## src/rtl/qr_pkg.sv

```systemverilog
// Shared types and constants for the QR Gram-Schmidt sequencer: op codes,
// controller state encoding and index width.
package qr_pkg;

    localparam int QR_IDX_W = 4;

    typedef logic [1:0] op_code_t;

    localparam op_code_t OP_NORM = 2'd0;
    localparam op_code_t OP_PROJ = 2'd1;

    typedef enum logic [1:0] {
        IDLE  = 2'd0,
        ISSUE = 2'd1,
        WAIT  = 2'd2,
        FIN   = 2'd3
    } state_t;

endpackage

```

## src/rtl/qr_idx_gen.sv

```systemverilog
// Modified Gram-Schmidt index walker: NORM(k,k) then PROJ(k,j) for j=k+1..N-1,
// for k=0..N-1. Flags the final NORM(N-1,N-1) so the controller can finish.
module qr_idx_gen
    import qr_pkg::*;
#(
    parameter int N = 4
) (
    input  logic                clk,
    input  logic                reset,
    input  logic                clear,
    input  logic                advance,
    output op_code_t            op,
    output logic [QR_IDX_W-1:0] k,
    output logic [QR_IDX_W-1:0] j,
    output logic                last
);

    localparam logic [QR_IDX_W-1:0] LAST_IDX = QR_IDX_W'(N - 1);

    op_code_t            op_reg, op_next;
    logic [QR_IDX_W-1:0] k_reg, k_next;
    logic [QR_IDX_W-1:0] j_reg, j_next;

    always_comb begin
        op_next = op_reg;
        k_next  = k_reg;
        j_next  = j_reg;
        if (clear) begin
            op_next = OP_NORM;
            k_next  = '0;
            j_next  = '0;
        end else if (advance) begin
            if (op_reg == OP_NORM) begin
                // The final NORM has no successor; the controller leaves for FIN.
                if (k_reg != LAST_IDX) begin
                    op_next = OP_PROJ;
                    j_next  = k_reg + 1'b1;
                end
            end else if (j_reg != LAST_IDX) begin
                j_next = j_reg + 1'b1;
            end else begin
                // Next pivot's NORM carries j equal to the new k.
                op_next = OP_NORM;
                k_next  = k_reg + 1'b1;
                j_next  = k_reg + 1'b1;
            end
        end
    end

    always_ff @(posedge clk) begin
        if (reset) begin
            op_reg <= OP_NORM;
            k_reg  <= '0;
            j_reg  <= '0;
        end else begin
            op_reg <= op_next;
            k_reg  <= k_next;
            j_reg  <= j_next;
        end
    end

    assign op   = op_reg;
    assign k    = k_reg;
    assign j    = j_reg;
    assign last = (op_reg == OP_NORM) && (k_reg == LAST_IDX);

endmodule

```

## src/rtl/qr_seq_ctrl.sv

```systemverilog
// QR decomposition sequencer: issues NORM/PROJ ops to a datapath with a
// valid/ready handshake. Define QR_SEQ_TIMEOUT_EN to add the WAIT watchdog.
module qr_seq_ctrl
    import qr_pkg::*;
#(
    parameter int N       = 4,
    parameter int TIMEOUT = 255
) (
    input  logic                clk,
    input  logic                reset,
    input  logic                start,
    input  logic                abort,
    output logic                op_valid,
    input  logic                op_ready,
    output logic [1:0]          op_code,
    output logic [QR_IDX_W-1:0] op_k,
    output logic [QR_IDX_W-1:0] op_j,
    input  logic                dp_done,
    output logic                busy,
    output logic                done,
    output logic                err
);

    state_t              state_reg, state_next;
    logic                idx_clear;
    logic                idx_adv;
    logic                idx_last;
    op_code_t            idx_op;
    logic [QR_IDX_W-1:0] idx_k;
    logic [QR_IDX_W-1:0] idx_j;
    logic                wdog_hit;

    qr_idx_gen #(.N(N)) u_idx (
        .clk     (clk),
        .reset   (reset),
        .clear   (idx_clear),
        .advance (idx_adv),
        .op      (idx_op),
        .k       (idx_k),
        .j       (idx_j),
        .last    (idx_last)
    );

`ifdef QR_SEQ_TIMEOUT_EN
    localparam logic [7:0] TMO = 8'(TIMEOUT);

    logic [7:0] wdog_reg, wdog_next;
    logic       err_reg, err_next;

    assign wdog_hit = (wdog_reg + 8'd1) == TMO;

    // Counter sits at zero outside WAIT, so it is clear on every WAIT entry.
    always_comb begin
        wdog_next = '0;
        err_next  = err_reg;
        if (state_reg == WAIT) begin
            wdog_next = wdog_reg + 8'd1;
        end
        if (state_reg == IDLE && start) begin
            err_next = 1'b0;
        end
        if (state_reg == WAIT && !abort && !dp_done && wdog_hit) begin
            err_next = 1'b1;
        end
    end

    always_ff @(posedge clk) begin
        if (reset) begin
            wdog_reg <= '0;
            err_reg  <= 1'b0;
        end else begin
            wdog_reg <= wdog_next;
            err_reg  <= err_next;
        end
    end

    assign err = err_reg;
`else
    assign wdog_hit = 1'b0;
    assign err      = 1'b0;
`endif

    // Abort outranks the handshake and completion inputs in every busy state.
    always_comb begin
        state_next = state_reg;
        idx_clear  = 1'b0;
        idx_adv    = 1'b0;
        case (state_reg)
            IDLE: begin
                if (start) begin
                    state_next = ISSUE;
                    idx_clear  = 1'b1;
                end
            end
            ISSUE: begin
                if (abort) begin
                    state_next = IDLE;
                end else if (op_ready) begin
                    state_next = WAIT;
                end
            end
            WAIT: begin
                if (abort) begin
                    state_next = IDLE;
                end else if (dp_done) begin
                    idx_adv    = 1'b1;
                    state_next = idx_last ? FIN : ISSUE;
                end else if (wdog_hit) begin
                    state_next = IDLE;
                end
            end
            FIN: begin
                state_next = IDLE;
            end
            default: begin
                state_next = IDLE;
            end
        endcase
    end

    always_ff @(posedge clk) begin
        if (reset) begin
            state_reg <= IDLE;
        end else begin
            state_reg <= state_next;
        end
    end

    assign op_valid = (state_reg == ISSUE);
    assign op_code  = idx_op;
    assign op_k     = idx_k;
    assign op_j     = idx_j;
    assign busy     = (state_reg != IDLE);
    assign done     = (state_reg == FIN);

endmodule

```

## config.mk

```make
export PLATFORM = sky130hd
export DESIGN_NAME = qr_seq_ctrl
export DESIGN_NICKNAME = d
export VERILOG_FILES = /design/src/rtl/qr_pkg.sv /design/src/rtl/qr_idx_gen.sv /design/src/rtl/qr_seq_ctrl.sv
export SDC_FILE = /design/constraint.sdc
export NUM_CORES = 1
export LEC_CHECK = 0
export CAP_MARGIN = 20
export CORE_MARGIN = 2
export CORE_UTILIZATION = 48
export DETAILED_ROUTE_END_ITERATION = 8
export GPL_TIMING_DRIVEN = 0
export PLACE_DENSITY = 0.87
export SKIP_CTS_REPAIR_TIMING = 1
export SLEW_MARGIN = 30
export SYNTH_ARGS = -nofsm -noshare
export SYNTH_HDL_FRONTEND = slang
export SYNTH_SLANG_ARGS = --single-unit
```

## constraint.sdc

```tcl
create_clock -name clk -period 2.4 [get_ports clk]
set_input_delay 0.48 -clock clk [delete_from_list [all_inputs] [get_ports clk]]
set_output_delay 0.48 -clock clk [all_outputs]
set_load 0.01 [all_outputs]
```

==> qor.yml, run 1 <==
critPathMaxFanout: 6
synth_seq_cells: 11
netlist_instances: 76
cts_buffers: 3
period_needed_ns: 1.974
setup_ws_ns: 0.4258
globalRouteTotalUtil: 0.1863
cts_buffer_depth: 2
n_fill_cell: 108
cts_tree: "done"
synthTopCellsByArea: "dfxtp_1 (33%), a211oi_2 (5.6%), xor2_1 (5.2%)"
clock-root-buffer: "clkbuf_4"
grt_first_pass_wirelength_um: 2497
peakVddDrop_mv: 0.3660
setup_viol: 0
dieArea_um2: 1715
cp.required_ns: 1.92
postRouteAntennaNets: 0
arrival_ns: 1.49
drive_above_1_share: 0.1735
grt_overflow_total: 0
routed_wl_um: 1430
place_congestion: 0.7981
rsz0062_at_grt: "no"
dp_slack_ns: 0.4510
met2_usage: 0.3438
run_status: "finished clean"
synth_ff_type: "dfxtp_1"
yosysSeqAreaShare: 0.3277
hold_violations: 0
synth_cell_types: 37
async_reset_ff_frac: 0
fin_skew_ns: 0.004112
htree_levels: 1
fmax_mhz: 506.5
grt-busiest-layer: "met2"
clk_pin_slew_worst_paths_ns: 0.07
drt_iter0_drc: 3
initial_core_util: 0.5163
synthToLayoutAreaGrowth_pct: 32.59
antenna_found_initial: 0
seqCellArea_um2: 220.2
avgSynthCellArea_um2: 8.841
synth.top_cells.by_count: "dfxtp_1 (11), nor2_1 (8), a21oi_1 (5), nand2_1 (4), xor2_1 (4)"
met3_usage: 0.04348
grt_pass1_vias: 617
grt_max_degree: 11
drc: 0
diodes: 0
via_count: 613
synth_edf_count: 0
avgRoutedWirePerCell_um: 12.65
hpwl_um: 1101
via_per_inst: 5.425
hold_class: "flip-flop to flip-flop"
core_um2: 1301
die_y_um: 41.42
cts_sinks: 11
setup_tns_ns: 0
synth_area_leader_cell: "dfxtp_1"
hold_slack_ns: 0.5319
die_w_um: 41.42
use_met1: 0.1914
synth_most_common_cell: "dfxtp_1"
insertion_delay_ns: 0.27
nets: 107
syn_area_um2: 671.9
finalMaxSlewViolations: 0
port_buffers: 17
fp-row-count: 13
critical_path_class: "flip-flop to output pin"
power.density_nw_per_um2: 396.1
cap_violations: 0
fin_crit_sh: 0.8226
start_kind: "flip-flop"
ios: 20
end_kind: "output pin"
first_pass_iters: 2
multi_input_area_um2: 412.9
synth_top_area_frac: 0.3277
yosysWarningCount: 0
p_leak_nw: 0.3400
[worst max-delay path, cell delays in order (launching register included)]
cell and delay [ns]:
dfxtp_1 0.39, nor2b_1 0.25, clkdlybuf4s50_1 0.58
[stage by stage]
stage	util	area, um2	power [W]	std cells
floorplan	-	675.6	0.0002092	77
global placement	0.6644	864.6	0.0002275	109
detailed placement	0.6644	864.6	0.0002282	109
CTS	0.6846	890.9	0.0003540	113
global route	0.6846	890.9	0.0003669	113
finish	0.6846	890.9	0.0003528	113
[layout make-up]
type,instances,area share
Multi-Input combinational cell,59,0.4635
Sequential cell,11,0.2472
Timing Repair Buffer,17,0.1910
Buffer,5,0.03933
Clock buffer,4,0.02949
Tap cell,15,0.02107
Inverter,2,0.008427
[kinds of logic after synthesis]
| kind of cell | after synthesis | synth area share |
|---|---|---|
| flops | 11 | 0.3277 |
| buf+inv | 7 | 0.06330 |
| other cells | 1 | 0.005581 |
| mux | 2 | 0.02980 |
| fa+ha+maj | 2 | 0.03724 |
| xor+xnor | 5 | 0.06517 |
| compound gates | 17 | 0.1918 |
| simple gates | 31 | 0.2793 |
[metal layers]
layer	share of wire	wire length (um)
met5	0	0
met4	0.020	29
met3	0.033	47
met2	0.52	740
met1	0.43	612
[where the power goes]
group	internal [W]	switching [W]	total (W)
Clock	0.0000644	0.0000645	0.000129
Sequential	0.000184	0.00000236	0.000187
Combinational	0.0000207	0.0000166	0.0000373
[layout by cell type, fill, tap and decap left out, types with 2 or more instances in the layout]
master | synthesis | routed
ha_1 | 2 | 2
xor2_1 | 4 | 4
conb_1 | 1 | 2
a21oi_2 | 2 | 2
mux2i_1 | 2 | 2
nand3_1 | 3 | 3
inv_1 | 2 | 2
nand2_1 | 4 | 4
a211oi_2 | 3 | 3
buf_4 | 2 | 2
a21oi_1 | 5 | 5
dfxtp_1 | 11 | 11
nand2b_1 | 2 | 2
nand4_1 | 2 | 2
clkbuf_1 | 1 | 2
clkbuf_4 | 0 | 3
nor2_1 | 8 | 8
nor2b_1 | 2 | 2
clkdlybuf4s50_1 | 0 | 17
[path summary, 6_finish.rpt]
path                            slack (ns)  depth (start not counted)     endpoint         start
worst max-delay path                  0.43                          2     op_valid  state_reg[0]
worst min-delay path                  0.53                          2   u_idx.j[0]    u_idx.j[0]
worst max register to register        0.64                          6  u_idx.op[0]    u_idx.k[0]
worst min register to register        0.53                          2   u_idx.j[0]    u_idx.j[0]
Power figures use the tool's default switching activity.
==> run 2: changes to the inputs <==
--- a/config.mk
+++ b/config.mk
@@ -7,10 +7,10 @@
 export LEC_CHECK = 0
 export CAP_MARGIN = 20
 export CORE_MARGIN = 2
-export CORE_UTILIZATION = 48
+export CORE_UTILIZATION = 45
 export DETAILED_ROUTE_END_ITERATION = 8
 export GPL_TIMING_DRIVEN = 0
-export PLACE_DENSITY = 0.87
+export PLACE_DENSITY = 0.83
 export SKIP_CTS_REPAIR_TIMING = 1
 export SLEW_MARGIN = 30
 export SYNTH_ARGS = -nofsm -noshare
==> constraint.sdc (replaced) <==
create_clock -name clk -period 2 [get_ports clk]
set_input_delay 0.4 -clock clk [delete_from_list [all_inputs] [get_ports clk]]
set_output_delay 0.4 -clock clk [all_outputs]
set_load 0.01 [all_outputs]
==> run 2 against run 1 <==
Design area increased by 0.14%. Count of clock-buffer cells in the layout decreased by 1. Non-clock buffer count did not move. Sequential power rose by 20%. First-iteration DRC count grew to 3.3 times the previous value. Via count down 1.1%. Critical endpoint unchanged. Largest cell class unchanged.
==> qor.yml, run 2 (synthesized netlist as in run 1, its figures left out) <==
worst-r2r-cell-count: 6
place_congestion: 0.8056
setup_tns_ns: 0
synthToLayoutAreaGrowth_pct: 32.77
via_count: 606
hpwl_um: 983.2
slowest_stage: "clkdlybuf4s50_1"
hold_slack_ns: 0.5343
first_pass_iters: 4
grt_first_pass_wirelength_um: 2097
max_stage_delay_ns: 0.58
arrival_ns: 1.48
core_um2: 1350
cts_sinks: 11
dieArea_um2: 1818
worstPathBufferInverterCount: 1
drt_iter0_drc: 10
critPathMaxFanout: 6
fmax_mhz: 531.2
rsz0062_at_grt: "no"
port_buffers: 17
crit_chain: "nor2b_1 > clkdlybuf4s50_1"
insertion_delay_ns: 0.27
drc: 0
start_kind: "flip-flop"
fp-row-count: 13
run_status: "finished clean"
clock-root-buffer: "clkbuf_4"
peakVddDrop_mv: 0.4123
critical_path_class: "flip-flop to output pin"
finalMaxSlewViolations: 0
clk_pin_slew_worst_paths_ns: 0.07
grt_pass1_vias: 501
die_y_um: 42.64
grt_overflow_total: 0
routed_wl_um: 1311
period_needed_ns: 1.883
cts_buffer_depth: 2
ios: 20
hold_class: "flip-flop to flip-flop"
globalRouteTotalUtil: 0.1539
avgRoutedWirePerCell_um: 11.60
grt_max_degree: 11
cts_tree: "done"
initial_core_util: 0.4977
htree_levels: 1
cts_buffers: 3
p_leak_nw: 0.3427
setup_viol: 0
fin_skew_ns: 0.0006777
final_common_cell: "clkdlybuf4s50_1"
die_w_um: 42.64
layout_common_cells: "clkdlybuf4s50_1 (17), dfxtp_1 (11), nor2_1 (8)"
layout.core_utilization: 0.6608
cap_violations: 0
via_per_inst: 5.363
power.density_nw_per_um2: 472.5
nets: 107
hold_depth: 2
critPathTopFamily: "buffers and inverters"
antenna_found_initial: 0
crit_cells: 2
diodes: 0
drive_above_1_share: 0.1837
fin_crit_sh: 0.9413
cp.required_ns: 1.60
postRouteAntennaNets: 0
end_kind: "output pin"
hold_violations: 0
-- run 2: cell count changes in the layout (fill, tap and decap cells not counted), sizes merged --
cell | before | now
clkinv | 0 | 1
clkbuf | 5 | 4
-- run 2: worst reg2reg max path, stage by stage (launching register included) --
cell and delay, ns:
dfxtp_1 0.42, ha_1 0.23, or4b_4 0.49, and2_4 0.16, buf_6 0.13, a21oi_2 0.13, a211oi_2 0.05
-- run 2: path summary, 6_finish.rpt --
kind                                   end    startpoint  slack [ns]
worst max-delay path              op_valid  state_reg[0]        0.12
worst min-delay path            u_idx.j[0]    u_idx.j[0]        0.53
worst max register to register  u_idx.j[3]    u_idx.k[0]        0.27
worst min register to register  u_idx.j[0]    u_idx.j[0]        0.53
-- run 2: power breakdown --
part           internal (W)  switching [W]  total [W]  leakage, nW
Clock             0.0000740      0.0000788   0.000153       0.0177
Sequential         0.000221     0.00000273   0.000224       0.0889
Combinational     0.0000249      0.0000201  0.0000449        0.236
Total              0.000320       0.000102   0.000421        0.343
-- run 2: area by class of cell --
type                       count  area [um2]
clock inverter                 1       5.005
inverter                       2       7.507
fill                         114       457.9
multi-input combinational     59       412.9
clock buffer                   3       22.52
tap                           15       18.77
timing repair buffer          17       170.2
buffer                         5       35.03
sequential                    11       220.2
-- run 2: through the flow --
step	total power [W]	instance area, um2	setup WS (ns)	instances
final	0.0004215	892.1	0.1174	113
after global routing	0.0004459	892.1	0.04685	113
after CTS	0.0004256	892.1	0.1192	113
after detailed placement	0.0002735	864.6	0.1458	109
after global placement	0.0002728	864.6	0.1644	109
after floorplan	0.0002510	675.6	0.3200	77
-- run 2: layer usage --
layer  wire, um  track usage
met1        634       0.1896
met2        603       0.2333
met3         59      0.03017
met4         14       0.1125
met5          0            0
==> RTL change 1 (config.mk and constraints of run 2) <==
The package constant `QR_IDX_W` goes from 4 to 6.
--- a/src/rtl/qr_pkg.sv
+++ b/src/rtl/qr_pkg.sv
@@ -4,3 +4,3 @@
 
-    localparam int QR_IDX_W = 4;
+    localparam int QR_IDX_W = 6;
 
Ports: changed (resized op_j and op_k); port bits go from 20 to 24. The function was not compared with the original's and may differ.
==> RTL change 1 against run 2 <==
  * Sequential cell count up 4
  * Non-clock buffer count increased by 4
  * Die area increased by 36%
  * Register-to-register slack got worse by 0.13 ns
  * Power grew 23%
  * Wire length is 66% higher
  * Worst setup slack better by 0.022 ns
  * Area after synthesis is 41% higher
  * Cell area increased by 37%
==> RTL change 1: results (changes against run 2) <==
First-pass GRT wire length: 3970 µm (was 2100 µm)
Placement Rows: 16 (was 13)
Worst-path clk slew: 0.09 ns (was 0.07 ns)
Placed Instance Area: 1190 µm² (was 865 µm²)
Vias/cell: 5.56 (was 5.36)
Total Wirelength: 2170 µm (was 1310 µm)
Dpl cells: 163 (was 109)
Top Metal Used: met3 (was met4)
Initial DRC count: 22 (was 10)
M2 GR Usage: 0.338 (was 0.233)
Sequential area share after synthesis: 0.318 (was 0.328)
Worst min-delay path startpoint: u_idx.k[5]$_SDFFE_PP0P_ (was u_idx.j[0]$_SDFFE_PP0P_)
Final setup skew: 0.00155 ns (was 0.000678 ns)
Pleak: 0.000419 µW (was 0.000343 µW)
WHS: 0.554 ns (was 0.534 ns)
Post-synthesis cell type count: 44 (was 37)
R2R depth: 5 (was 6)
H-tree levels: 1 (unchanged)
Deepest clock path buffer count: 2 (unchanged)
Met3 WL post-DR: 131 µm (was 59 µm)
GR Util met3: 0.0424 (was 0.0302)
Hpwl dp: 1660 µm (was 983 µm)
M1 WL: 970 µm (was 634 µm)
Crit path max fanout: 8 (was 6)
Arrival time worst endpoint: 2.07 ns (was 1.48 ns)
Placer Congestion: 0.855 (was 0.806)
Post-synth top cells: dfxtp_1 (15), o21ai_0 (11), nand2_1 (9), nor2_1 (9), a21oi_1 (8) (was dfxtp_1 (11), nor2_1 (8), a21oi_1 (5))
Number of global-route vias before repair: 931 (was 501)
N_diodes: 0 (unchanged)
PortBufs: 21 (was 17)
Mapped Cells: 114 (was 76)
Worst-skew pair later-pin latency: 0.28 ns
CP endpoint kind: flip-flop (was primary output)
Post-route insts no fill: 167 (was 113)
Num CTS Buffers: 3 (unchanged)
Overall Global Routing Usage: 0.201 (was 0.154)
Critical path startpoint: u_idx.j[0]$_SDFFE_PP0P_ (was state_reg[0]$_SDFFE_PP0P_)
Top post-synthesis cells by area: dfxtp_1 (32%), o21ai_0 (5.8%), a21oi_1 (4.2%), nand2_1 (3.6%), nor2_1 (3.6%) (was dfxtp_1 (33%), a211oi_2 (5.6%), xor2_1 (5.2%), nor2_1 (4.5%), a21oi_1 (3.7%))
Hold Path Stages: 2 (unchanged)
Share of cells above drive strength 1: 0.100 (was 0.184)
Flop-to-flop setup slack: 0.14 ns (was 0.27 ns)
Final critical-path required period: 1.86 ns (was 1.88 ns)
Met1 Use GR: 0.248 (was 0.190)
Met2 WL: 1070 µm (was 603 µm)
Max VDD drop: 398 µV (was 412 µV)
CP endpoint: u_idx.k[4]$_SDFFE_PP0P_ (was op_valid)
Nets: 149 (was 107)
Status: finished, final reports clean (unchanged)
WHS Endpoint: u_idx.k[5]$_SDFFE_PP0P_ (was u_idx.j[0]$_SDFFE_PP0P_)
## RTL change 1: cell count changes in the layout (fill, tap and decap cells not counted), sizes merged, moves of 2 or more
cell,run 2,this run
clkdlybuf4s50,17,21
a211oi,3,0
a32o,0,2
nand2,4,9
a31oi,0,3
or4,0,2
dfxtp,11,15
nand3,3,5
or3,0,5
and4,0,2
xor2,4,2
o21ai,2,12
## RTL change 1: layout make-up
| class | count | area, µm² |
|---|---|---|
| plain buffers | 5 | 35.0 |
| clock buffers | 4 | 26.3 |
| fillers | 193 | 743 |
| inverters | 3 | 11.3 |
| multi-input cells | 92 | 602 |
| flip-flops and latches | 15 | 300 |
| well taps | 27 | 33.8 |
| repair buffers | 21 | 210 |
## RTL change 1: power breakdown
group          internal [µW]  switching (µW)  leakage [µW]  total (µW)
Combinational           25.1            22.5      0.000283        47.6
Sequential               300            2.54      0.000121         303
Clock                   77.3            91.4     0.0000150         169
Total                    403             116      0.000419         519
## RTL change 1: through the flow
step	setup WS, ns	total power, µW	setup TNS, ns	util
final	0.140	519	0	0.621
after global routing	0.0294	548	0	0.621
after CTS	0.134	526	0	0.621
after detailed placement	-0.113	358	-0.113	0.608
after global placement	-0.0683	356	-0.0683	0.608
after floorplan	0.282	333	0	-
## RTL change 1: worst max-delay path, stage by stage (launching register included)
cell and delay (ns):
dfxtp_1 0.44, ha_1 0.25, nor3b_4 0.31, nand4_4 0.17, or4_1 0.49, a21oi_1 0.15
## RTL change 1: logic make-up after synthesis
| group | count (synthesis) | share of synthesized area |
|---|---|---|
| mux | 2 | 0.0225 |
| buf+inv | 8 | 0.0490 |
| simple gates | 48 | 0.315 |
| flops | 15 | 0.318 |
| compound gates | 34 | 0.228 |
| fa+ha+maj | 2 | 0.0265 |
| other cells | 1 | 0.00397 |
| xor+xnor | 4 | 0.0371 |
==> RTL change 2 (config.mk and constraints of run 2) <==
Without the edit above. Take the reset off `k_reg` and load it in a clocked block of its own.
--- a/src/rtl/qr_idx_gen.sv
+++ b/src/rtl/qr_idx_gen.sv
@@ -52,3 +52,2 @@
             op_reg <= OP_NORM;
-            k_reg  <= '0;
             j_reg  <= '0;
@@ -56,5 +55,8 @@
             op_reg <= op_next;
-            k_reg  <= k_next;
             j_reg  <= j_next;
         end
+    end
+
+    always_ff @(posedge clk) begin
+        k_reg <= k_next;
     end
Formal check against the unedited RTL: differs if reset is asserted again (counterexample within 10 cycles, from zero or initial values and one cycle with reset high); with reset held inactive, the same outputs for 10 cycles.
==> RTL change 2 against run 2 <==
  * Die area down 3.6%
  * Count of clock-buffer cells in the layout up 1
  * Wire length up 13%
  * Worst setup slack better by 0.022 ns
  * Area after synthesis down 3.9%
  * Sequential share of layout area up 0.79 points
  * Critical path depth unchanged
  * Sequential cell count unchanged
  * Power up 2.4%
  * Cell area down 3.1%
  * Clock skew up 0.0086 ns
==> RTL change 2: results (changes against run 2) <==
Placer Congestion: 0.857 (was 0.806)
Final setup skew: 0.00928 ns (was 0.000678 ns)
Arrival time worst endpoint: 1.46 ns (was 1.48 ns)
Post-route insts no fill: 112 (was 113)
GR Util met3: 0.0783 (was 0.0302)
Max VDD drop: 355 µV (was 412 µV)
Status: finished, final reports clean (unchanged)
Top post-synthesis cells by area: dfxtp_1 (34%), nor2_1 (5.2%), xor2_1 (4.1%), ha_1 (3.9%), o21ai_0 (3.9%) (was dfxtp_1 (33%), a211oi_2 (5.6%), xor2_1 (5.2%), nor2_1 (4.5%), a21oi_1 (3.7%))
Crit path max fanout: 8 (was 6)
Share of cells above drive strength 1: 0.134 (was 0.184)
Hpwl dp: 1100 µm (was 983 µm)
Mux cell area share after synthesis: 0.0310 (was 0.0298)
Compound-Gate Fraction of Synth Area: 0.176 (was 0.192)
Internal power: 329 µW (was 320 µW)
Sequential area share after synthesis: 0.341 (was 0.328)
Mapped Cells: 75 (was 76)
M2 GR Usage: 0.316 (was 0.233)
Flop-to-flop setup slack: 0.17 ns (was 0.27 ns)
First-pass GRT wire length: 2620 µm (was 2100 µm)
Number of global-route vias before repair: 581 (was 501)
Clock network power share: 0.353 (was 0.363)
Synth Area in Adders: 0.0388 (was 0.0372)
Wire per inst: 13.2 µm (was 11.6 µm)
Met1 Use GR: 0.241 (was 0.190)
Worst min-delay path startpoint: u_idx.j[3]$_SDFFE_PP0P_ (was u_idx.j[0]$_SDFFE_PP0P_)
Pleak: 0.000345 µW (was 0.000343 µW)
Flop pwr share: 0.524 (was 0.531)
Critical R2R Capture: u_idx.k[1]$_SDFFE_PP0P_ (was u_idx.j[3]$_SDFFE_PP0P_)
Met3 WL post-DR: 76 µm (was 59 µm)
WHS Endpoint: u_idx.j[3]$_SDFFE_PP0P_ (was u_idx.j[0]$_SDFFE_PP0P_)
Overall Global Routing Usage: 0.200 (was 0.154)
Initial DRC count: 11 (was 10)
==> RTL change 2: layout make-up <==
class                           instances  area (µm²)
Buffer                                  4        37.5
Tap cell                               15        18.8
Multi-Input combinational cell         58         380
Timing Repair Buffer                   17         170
Sequential cell                        11         220
Fill cell                             116         453
Clock buffer                            4        26.3
Inverter                                3        11.3
==> RTL change 2: through the flow <==
step                      hold WS, ns  cell area, µm²  setup WS (ns)
final                           0.550             865          0.139
after global routing            0.619             865         0.0283
after CTS                       0.550             865          0.132
after detailed placement        0.540             838       -0.00496
after global placement          0.532             838         0.0516
after floorplan                 0.477             649          0.282
==> RTL change 2: worst max-delay path by stage <==
| stage | end | cells past startpoint |
|---|---|---|
| after global placement | u_idx.j[3]$_SDFFE_PP0P_ | 4 |
| after detailed placement | u_idx.j[3]$_SDFFE_PP0P_ | 4 |
| final | op_valid | 2 |
| after floorplan | u_idx.j[0]$_SDFFE_PP0P_ | 6 |
| after global routing | u_idx.k[0]$_SDFFE_PP0P_ | 5 |
| after CTS | op_valid | 2 |
